--- config.mk ---
export PLATFORM = sky130hd
export DESIGN_NAME = min_max_ctrl
export DESIGN_NICKNAME = d
export VERILOG_FILES = /design/src/rtl/min_max_ctrl.sv
export SDC_FILE = /design/constraint.sdc
export NUM_CORES = 1
export LEC_CHECK = 0
export CORE_MARGIN = 8
export CORE_UTILIZATION = 60
export CTS_BUF_LIST = sky130_fd_sc_hd__clkbuf_2
export CTS_CLUSTER_SIZE = 25
export DETAILED_ROUTE_END_ITERATION = 8
export DONT_BUFFER_PORTS = 1
export PLACE_DENSITY = 0.76
export SYNTH_ARGS = -nofsm -noshare
export SYNTH_HDL_FRONTEND = slang
export SYNTH_SLANG_ARGS = --single-unit
--- constraint.sdc ---
create_clock -name clk_i -period 2.78 [get_ports clk_i]
set_input_delay 0.834 -clock clk_i [delete_from_list [all_inputs] [get_ports clk_i]]
set_output_delay 0.834 -clock clk_i [all_outputs]
set_load 0.05 [all_outputs]
--- src/rtl/min_max_ctrl.sv ---
// min_max_ctrl: registered operand stage feeding the min/max LED bar display.
// Ports:
//   clk_i, rst_i      clock and synchronous active-high reset
//   up_i, down_i      raw asynchronous buttons (active-high)
//   com_i/min_i/max_i requested command and bounds, registered onto
//                     com_o/min_o/max_o one cycle later
//   value_o           button-stepped value with auto-repeat and saturation
//   osc_o             50 % duty blink signal for oscillating LEDs
module min_max_ctrl #(
   parameter int VALSIZE      = 4,
   parameter int OSC_HALF     = 5_000_000,
   parameter int REPEAT_DELAY = 25_000_000,
   parameter int REPEAT_RATE  = 5_000_000
) (
   input  logic               clk_i,
   input  logic               rst_i,
   input  logic               up_i,
   input  logic               down_i,
   input  logic [1:0]         com_i,
   input  logic [VALSIZE-1:0] min_i,
   input  logic [VALSIZE-1:0] max_i,
   output logic [1:0]         com_o,
   output logic [VALSIZE-1:0] min_o,
   output logic [VALSIZE-1:0] max_o,
   output logic [VALSIZE-1:0] value_o,
   output logic               osc_o
);

   localparam int CMAX = (REPEAT_DELAY > REPEAT_RATE) ?
                         REPEAT_DELAY : REPEAT_RATE;
   localparam int CW   = (CMAX > 1) ? $clog2(CMAX) : 1;
   localparam int OW   = (OSC_HALF > 1) ? $clog2(OSC_HALF) : 1;

   localparam logic [CW-1:0] DELAY_END = CW'(REPEAT_DELAY - 1);
   localparam logic [CW-1:0] RATE_END  = CW'(REPEAT_RATE - 1);
   localparam logic [OW-1:0] OSC_END   = OW'(OSC_HALF - 1);

   localparam logic [VALSIZE-1:0] VAL_MAX = '1;
   localparam logic [VALSIZE-1:0] VAL_MIN = '0;

   typedef enum logic [1:0] {
      IDLE,
      DELAY,
      REPEAT,
      LOCK
   } state_t;

   // ---------------------------------------------------------------
   // Registered pass-through of command and bounds
   // ---------------------------------------------------------------
   always_ff @(posedge clk_i) begin
      if (rst_i) begin
         com_o <= 2'b10;
         min_o <= '0;
         max_o <= '1;
      end else begin
         com_o <= com_i;
         min_o <= min_i;
         max_o <= max_i;
      end
   end

   // ---------------------------------------------------------------
   // Two-flop synchronizers for the raw buttons
   // ---------------------------------------------------------------
   logic up_s1;
   logic up_s2;
   logic down_s1;
   logic down_s2;

   always_ff @(posedge clk_i) begin
      if (rst_i) begin
         up_s1   <= 1'b0;
         up_s2   <= 1'b0;
         down_s1 <= 1'b0;
         down_s2 <= 1'b0;
      end else begin
         up_s1   <= up_i;
         up_s2   <= up_s1;
         down_s1 <= down_i;
         down_s2 <= down_s1;
      end
   end

   // ---------------------------------------------------------------
   // Step / auto-repeat FSM
   // ---------------------------------------------------------------
   state_t        state;
   state_t        state_nx;
   logic [CW-1:0] cnt;
   logic [CW-1:0] cnt_nx;
   logic          dir_up;
   logic          dir_nx;
   logic          step;

   logic both;
   logic none;
   logic held;

   assign both = up_s2 & down_s2;
   assign none = ~up_s2 & ~down_s2;
   // With exactly one button pressed, held drops when the pressed
   // button is not the one that started this press (direct switch).
   assign held = dir_up ? up_s2 : down_s2;

   always_ff @(posedge clk_i) begin
      if (rst_i) begin
         state  <= IDLE;
         cnt    <= '0;
         dir_up <= 1'b0;
      end else begin
         state  <= state_nx;
         cnt    <= cnt_nx;
         dir_up <= dir_nx;
      end
   end

   always_comb begin
      state_nx = state;
      cnt_nx   = cnt;
      dir_nx   = dir_up;
      step     = 1'b0;
      unique case (state)
         IDLE: begin
            if (both) begin
               state_nx = LOCK;
               cnt_nx   = '0;
            end else if (!none) begin
               step     = 1'b1;
               dir_nx   = up_s2;
               cnt_nx   = '0;
               state_nx = DELAY;
            end
         end
         DELAY: begin
            if (both) begin
               state_nx = LOCK;
               cnt_nx   = '0;
            end else if (none || !held) begin
               state_nx = IDLE;
               cnt_nx   = '0;
            end else if (cnt == DELAY_END) begin
               step     = 1'b1;
               cnt_nx   = '0;
               state_nx = REPEAT;
            end else begin
               cnt_nx = cnt + CW'(1);
            end
         end
         REPEAT: begin
            if (both) begin
               state_nx = LOCK;
               cnt_nx   = '0;
            end else if (none || !held) begin
               state_nx = IDLE;
               cnt_nx   = '0;
            end else if (cnt == RATE_END) begin
               step   = 1'b1;
               cnt_nx = '0;
            end else begin
               cnt_nx = cnt + CW'(1);
            end
         end
         LOCK: begin
            if (none) begin
               state_nx = IDLE;
            end
         end
         default: begin
            state_nx = IDLE;
            cnt_nx   = '0;
         end
      endcase
   end

   // ---------------------------------------------------------------
   // Saturating value register
   // ---------------------------------------------------------------
   always_ff @(posedge clk_i) begin
      if (rst_i) begin
         value_o <= '0;
      end else if (step) begin
         if (dir_nx) begin
            if (value_o != VAL_MAX) begin
               value_o <= value_o + VALSIZE'(1);
            end
         end else begin
            if (value_o != VAL_MIN) begin
               value_o <= value_o - VALSIZE'(1);
            end
         end
      end
   end

   // ---------------------------------------------------------------
   // Free-running blink oscillator
   // ---------------------------------------------------------------
   logic [OW-1:0] ocnt;

   always_ff @(posedge clk_i) begin
      if (rst_i) begin
         ocnt  <= '0;
         osc_o <= 1'b0;
      end else if (ocnt == OSC_END) begin
         ocnt  <= '0;
         osc_o <= ~osc_o;
      end else begin
         ocnt <= ocnt + OW'(1);
      end
   end

endmodule

==> reports/qor.tcl, run 1 <==
set qor(place.detailed.instances) 428
set qor(fp.dieW_um) 89.4
set qor(pin_count_of_the_biggest_net_entering_global_routing) 35
set qor(finalCriticalPeriod_ps) 2560
set qor(cts_made_buffers) 9
set qor(totalNegativeSetupSlack_ps) 0
set qor(dieArea_um2) 7990
set qor(total_of_warnings_raised_by_yosys) 0
set qor(timing.max_cap.violations) 0
set qor(ys_seq_area_share_pct) 43.3
set qor(critical_path_class) {reg2reg}
set qor(std_cell_rows) 26
set qor(number_of_enable_type_register_cells_in_the_synthesized_netlist) 0
set qor(routed_wl_um) 6240
set qor(cp.required_ps) 3240
set qor(grt_pass1_wl_um) 10700
set qor(end_kind) {register}
set qor(skew_ps) 41.5
set qor(antenna_left) 0
set qor(timing.hold.worst.class) {in2reg}
set qor(final-setup-viol-count) 0
set qor(start_util_pct) 62.9
set qor(setup.reg_to_reg.worst_slack_ps) 220
set qor(p_per_area_nw_per_um2) 618
set qor(timing.final.crit_share_pct) 92.2
set qor(floorplan.io_pins) 29
set qor(report.final.slew_viol_count) 0
set qor(grt_pass1_vias) 2457
set qor(final-instance-count-excl-fill) 444
set qor(synth_area_um2) 3230
set qor(clock.fmax_mhz) 390
set qor(min_delay_path_depth) 1
set qor(flow.area_growth_from_synthesis_pct) 7.12
set qor(groute.usage.overall_pct) 16.9
set qor(worst_setup_hold_path_clk_slew_ps) 240
set qor(worstSkewPairLatency_ps) 520
set qor(cts_root_buffer) {clkbuf_2}
set qor(clk_path_buf_depth) 2
set qor(ys.flop_type) {dfxtp_1}
set qor(via_count) 2496
set qor(post_synth_inst_count) 363
set qor(synth_cell_type_count) 49
set qor(power.leakage_nw) 1.19
set qor(worstPathArrival_ps) 3030
set qor(core_area_um2) 5140
set qor(clock_tree.htree_level_count) 3
set qor(layout_commonest_cell) {dfxtp_1}
set qor(ctsHoldBuffers) 0
set qor(reg2regPathDepth) 10
set qor(synth_async_sr_flop_share_pct) 0
set qor(path_max_fanout) 5
set qor(routed_wire_length_per_instance_um) 14.0
set qor(drt_first_iter_violations) 155
set qor(final.fill_count) 429
set qor(drt-pass1-iter-count) 4
set qor(critical_path.reg2reg.startpoint) {state[0]}
set qor(number_of_antenna_violations_at_the_first_check_in_global_routing) 0
set qor(grt_total_ovfl) 0
set qor(hold_start) {rst_i}
set qor(dpl.hpwl_um) 4330
set qor(post_route_cells_drive_above_1_share_pct) 9.36
set qor(gpl.final_weighted_congestion) 0.816
set qor(timing_worst_slew_pin_value_ps) 624
set qor(slowest_delay_ps) 400
set qor(design_power_total_w) 0.00214
set qor(max_slew_margin_pct) 58.3
set qor(tritoncts_num_sinks) 70
set qor(via_per_inst) 5.62
set qor(post_synthesis_register_bit_count) 70
set qor(vdd_ir_drop_max_uv) 349
set qor(synth_nets) 389
set qor(cp-start-kind) {register}
set qor(port_buffers) 0
set qor(die_h_um) 89.4
set qor(outcome) {finished, final reports clean}
set qor(crit_chain) {inv_1 > ha_1 > nor3b_1 > mux2i_1 > ha_1 > a21o_1 > a21oi_1 > xor2_1 > or3_1 > a21oi_1}
set qor(drt_drc_violations_left) 0
set qor(cts_tree) {built}
set qor(ctsResizeCount) 0
set qor(layout.cells.most_common_list) {dfxtp_1 (70), nor2_1 (59), nand3_1 (28)}
set qor(timing.rr.end) {value_o[3]}
set qor(design.final.nets) 395
set qor(n_diodes) 0
set qor(syn-mean-instance-area_um2) 8.91
set qor(worst_path_max_delay_cell) {dfxtp_1}
set qor(cts_setup_buffers) 0
set qor(hold_end) {min_o[3]}
set qor(rsz0062_at_grt) {no}
set qor(hold_viol_final) 0
[final cells by class]
cell class | count | area, um^2 | share of cell area (%)
Timing Repair Buffer | 4 | 30.0 | 0.867
Tap cell | 70 | 87.6 | 2.53
Multi-Input combinational cell | 271 | 1750 | 50.5
Sequential cell | 70 | 1400 | 40.5
Clock inverter | 7 | 103 | 2.96
Inverter | 13 | 48.8 | 1.41
Clock buffer | 9 | 45.0 | 1.30
[synthesized netlist by cell type, types with 2 or more instances]
master / count / share of area, %
clkbuf_1: 8 / 0.93
or3_1: 3 / 0.58
nand4_1: 13 / 2.5
or2_2: 7 / 1.4
o21bai_1: 2 / 0.46
nor4b_1: 3 / 0.81
nor3_1: 8 / 1.2
nand3_1: 28 / 4.3
and4_1: 2 / 0.54
a21oi_1: 10 / 1.5
xnor2_1: 22 / 6.0
nor3b_1: 3 / 0.70
nor2_1: 59 / 6.8
nand4b_1: 3 / 0.81
a311oi_1: 2 / 0.54
a21o_1: 2 / 0.46
nand2b_1: 2 / 0.39
nor4_1: 4 / 0.77
mux2i_1: 3 / 0.93
o311ai_0: 2 / 0.54
o21ai_0: 5 / 0.77
inv_1: 13 / 1.5
or4_1: 2 / 0.46
nand2_1: 21 / 2.4
ha_1: 11 / 4.3
xor2_1: 19 / 5.1
dfxtp_1: 70 / 43
nor2b_1: 9 / 1.7
and3_1: 7 / 1.4
[how the worst max path moves through the flow]
| stage | startpoint | end | cells past startpoint | slack [ps] |
|---|---|---|---|---|
| after floorplan | state[0] | value_o[3] | 10 | 230 |
| after global placement | state[0] | value_o[3] | 10 | 400 |
| after detailed placement | state[0] | value_o[3] | 10 | 260 |
| after CTS | state[0] | value_o[3] | 10 | 210 |
| after global routing | state[0] | value_o[3] | 10 | 30 |
| final | state[0] | value_o[3] | 10 | 220 |
[metrics by stage]
stage	instance area, um^2	util, %	hold slack, ps	setup WS [ps]
detailed placement	3320	64.5	458	256
finish	3460	67.4	343	216
global placement	3320	64.5	458	405
global route	3460	67.4	311	34.8
CTS	3460	67.4	303	206
floorplan	3230	-	414	228
[cells by family (layout without fill, tap and decap cells)]
kind of cell | count (synthesis) | count (layout) | synth area share (%)
muxes | 4 | 4 | 1.28
xor gates and xnor gates | 41 | 41 | 11.1
and+or+nand+nor | 183 | 183 | 29.3
buffers and inverters | 22 | 33 | 2.59
DFF | 70 | 70 | 43.3
AOI/OAI and AO/OA | 31 | 31 | 7.51
adders and majority gates | 12 | 12 | 4.88
[registers in the layout, summed over array words and instances (netlist names), 2 cells and up]
name and flops:
state 2, max_o 4, cnt 25, ocnt 23, com_o 2, min_o 4, value_o 4
[metal layers]
layer / up-vias / share of wire [%] / GRT usage (%) / wire length (um)
met5: - / 0 / 0 / 0
met4: 0 / 2.0 / 8.46 / 123
met3: 11 / 4.4 / 3.31 / 275
met2: 48 / 49 / 29.9 / 3070
met1: 1169 / 44 / 18.9 / 2770
li1: 1268 / - / - / -
[power by group]
part / internal (W) / switching, W / total [W]
Clock: 0.000308 / 0.000402 / 0.000710
Sequential: 0.00104 / 0.0000594 / 0.00110
Combinational: 0.000119 / 0.000214 / 0.000332
[critical path, delay by kind of cell, from the launching register on]
family,cells,cell delay [ps]
AO/OA/AOI/OAI,3,490
AND/OR/NAND/NOR,2,610
XOR/XNOR,1,90
multiplexers,1,290
flip-flops,1,400
adder cells (fa/ha/maj),2,510
buffers and inverters,1,110
No activity file was read; power rests on OpenSTA's default activity.
==> run 2, diff against run 1 <==
--- a/config.mk
+++ b/config.mk
@@ -11,6 +11,7 @@
 export CTS_CLUSTER_SIZE = 25
 export DETAILED_ROUTE_END_ITERATION = 8
 export DONT_BUFFER_PORTS = 1
+export MAX_ROUTING_LAYER = met4
 export PLACE_DENSITY = 0.76
 export SYNTH_ARGS = -nofsm -noshare
 export SYNTH_HDL_FRONTEND = slang
==> run 2 against run 1 <==
- register-to-register slack about the same
- combinational power about the same
- utilization unchanged
- global-route usage up 0.50 points
- flip-flop and latch count unchanged
- setup slack better by 15 ps
==> reports/qor.tcl, run 2 (synthesis results as in run 1) <==
set qor(worstSkewPairLatency_ps) 510 ;# was 520 ps
set qor(drt_drc_violations_left) 0 ;# unchanged
set qor(tritoncts_num_sinks) 70 ;# unchanged
set qor(dieArea_um2) 7990 ;# unchanged
set qor(p_per_area_nw_per_um2) 617 ;# was 618 nW/um^2
set qor(cp.required_ps) 3250 ;# was 3240 ps
set qor(n_diodes) 0 ;# unchanged
set qor(pin_count_of_the_biggest_net_entering_global_routing) 35 ;# unchanged
set qor(layout.cells.most_common_list) {dfxtp_1 (70), nor2_1 (59), nand3_1 (28)} ;# unchanged
set qor(cts_root_buffer) {clkbuf_2} ;# unchanged
set qor(finalCriticalPeriod_ps) 2550 ;# was 2560 ps
set qor(core_area_um2) 5140 ;# unchanged
set qor(antenna_left) 0 ;# unchanged
set qor(dpl.hpwl_um) 4330 ;# unchanged
set qor(timing.hold.worst.class) {in2reg} ;# unchanged
set qor(worst_setup_hold_path_clk_slew_ps) 230 ;# was 240 ps
set qor(rsz0062_at_grt) {no} ;# unchanged
set qor(drt_first_iter_violations) 177 ;# was 155
set qor(final_critical_path_setup_slack_ps) 231 ;# was 216 ps
set qor(place.detailed.instances) 428 ;# unchanged
set qor(final-instance-count-excl-fill) 444 ;# unchanged
set qor(power.leakage_nw) 1.19 ;# unchanged
set qor(cts_made_buffers) 9 ;# unchanged
set qor(grt_pass1_vias) 2454 ;# was 2457
set qor(drt-pass1-iter-count) 4 ;# unchanged
set qor(grt_pass1_wl_um) 10700 ;# about the same
set qor(start_util_pct) 62.9 ;# unchanged
set qor(cts_tree) {built} ;# unchanged
set qor(grt_total_ovfl) 0 ;# unchanged
set qor(vdd_ir_drop_max_uv) 345 ;# was 349 uV
set qor(post-place-ws_ps) 256 ;# unchanged
set qor(skew_ps) 35.7 ;# was 41.5 ps
set qor(floorplan.io_pins) 29 ;# unchanged
set qor(hold_viol_final) 0 ;# unchanged
set qor(ctsHoldBuffers) 0 ;# unchanged
set qor(layout_commonest_cell) {dfxtp_1} ;# unchanged
set qor(timing_worst_slew_pin_value_ps) 623 ;# was 624 ps
set qor(met3_wirelength_um) 304 ;# was 275 um
set qor(final-setup-viol-count) 0 ;# unchanged
set qor(clock_tree.htree_level_count) 3 ;# unchanged
set qor(totalNegativeSetupSlack_ps) 0 ;# unchanged
set qor(via_count) 2488 ;# was 2496
set qor(clock.fmax_mhz) 392 ;# was 390 MHz
set qor(placed_cell_area_um2) 3320 ;# unchanged
set qor(final.fill_count) 429 ;# unchanged
set qor(largest_register) {cnt} ;# unchanged
set qor(slowest_delay_ps) 400 ;# about the same
set qor(final_core_util_pct) 67.4 ;# unchanged
set qor(clk_path_buf_depth) 2 ;# unchanged
set qor(via_per_inst) 5.60 ;# was 5.62
set qor(timing.max_cap.violations) 0 ;# unchanged
set qor(routed_wl_um) 6210 ;# was 6240 um
set qor(postLayoutCellArea_um2) 3460 ;# unchanged
set qor(groute.usage.overall_pct) 17.4 ;# was 16.9%
set qor(die_h_um) 89.4 ;# unchanged
set qor(worst_path_max_delay_cell) {dfxtp_1} ;# unchanged
set qor(dr.max_layer_used) {met4} ;# unchanged
set qor(wl_met2_um) 3050 ;# was 3070 um
set qor(number_of_antenna_violations_at_the_first_check_in_global_routing) 0 ;# unchanged
set qor(post_route_cells_drive_above_1_share_pct) 9.36 ;# unchanged
set qor(end_kind) {register} ;# unchanged
set qor(design.final.nets) 395 ;# unchanged
set qor(std_cell_rows) 26 ;# unchanged
set qor(detail_route.wirelength.met1_um) 2740 ;# was 2770 um
set qor(fp.dieW_um) 89.4 ;# unchanged
set qor(ctsResizeCount) 0 ;# unchanged
set qor(routed_wire_length_per_instance_um) 14.0 ;# about the same
set qor(max_slew_margin_pct) 58.4 ;# was 58.3%
set qor(flow.area_growth_from_synthesis_pct) 7.12 ;# unchanged
set qor(timing.final.crit_share_pct) 91.7 ;# was 92.2%
set qor(cts_setup_buffers) 0 ;# unchanged
set qor(top_regs) {cnt: 25 flops, ocnt: 23 flops} ;# unchanged
set qor(path_max_fanout) 5 ;# unchanged
set qor(outcome) {finished, final reports clean} ;# unchanged
set qor(critical_path_class) {reg2reg} ;# unchanged
set qor(largest_register_ff_count) 25 ;# unchanged
set qor(worstPathArrival_ps) 3020 ;# was 3030 ps
set qor(cp-start-kind) {register} ;# unchanged
set qor(crit_chain) {inv_1 > ha_1 > nor3b_1 > mux2i_1 > ha_1 > a21o_1 > a21oi_1 > xor2_1 > or3_1 > a21oi_1} ;# unchanged
set qor(report.final.slew_viol_count) 0 ;# unchanged
set qor(gpl.final_weighted_congestion) 0.828 ;# was 0.816
set qor(port_buffers) 0 ;# unchanged
## run 2: cell counts in the layout (fill, tap and decap cells not counted)
No cell type changed its count.
## run 2: final cells by class
cell class                      instances  area [um^2]  share of cell area (%)
Multi-Input combinational cell        271         1750                    50.5
Sequential cell                        70         1400                    40.5
Clock inverter                          7          103                    2.96
Tap cell                               70         87.6                    2.53
Inverter                               13         48.8                    1.41
Clock buffer                            9         45.0                    1.30
Timing Repair Buffer                    4         30.0                   0.867
## run 2: worst max-delay path, delay by kind of cell, from the launching register on
| kind | cells | cell delay (ps) |
|---|---|---|
| simple gates | 2 | 610 |
| fa+ha+maj | 2 | 520 |
| compound gates | 3 | 490 |
| flops | 1 | 400 |
| mux | 1 | 290 |
| buf+inv | 1 | 110 |
| xor+xnor | 1 | 90 |
## run 2: report_power, final
group | switching [W] | internal [W] | total (W)
Sequential | 0.0000592 | 0.00104 | 0.00110
Clock | 0.000400 | 0.000309 | 0.000709
Combinational | 0.000212 | 0.000119 | 0.000331
Total | 0.000672 | 0.00146 | 0.00214
## run 2: worst paths after layout
check	from	to	slack (ps)	cells after the start
setup reg to reg	state[0]	value_o[3]	230	10
setup / recovery	state[0]	value_o[3]	230	10
hold / removal	rst_i	min_o[3]	350	1
hold reg to reg	down_s1	down_s2	470	1
## run 2: routing by layer
layer,GRT usage [%],vias up
li1,-,1268
met1,19.0,1162
met2,29.8,45
met3,3.31,13
met4,8.46,0
met5,-,-
## run 2: metrics by stage
step	hold slack, ps	total power, W
finish	351	0.00214
global placement	458	0.00143
detailed placement	458	0.00144
floorplan	414	0.00137
global route	311	0.00223
CTS	303	0.00215
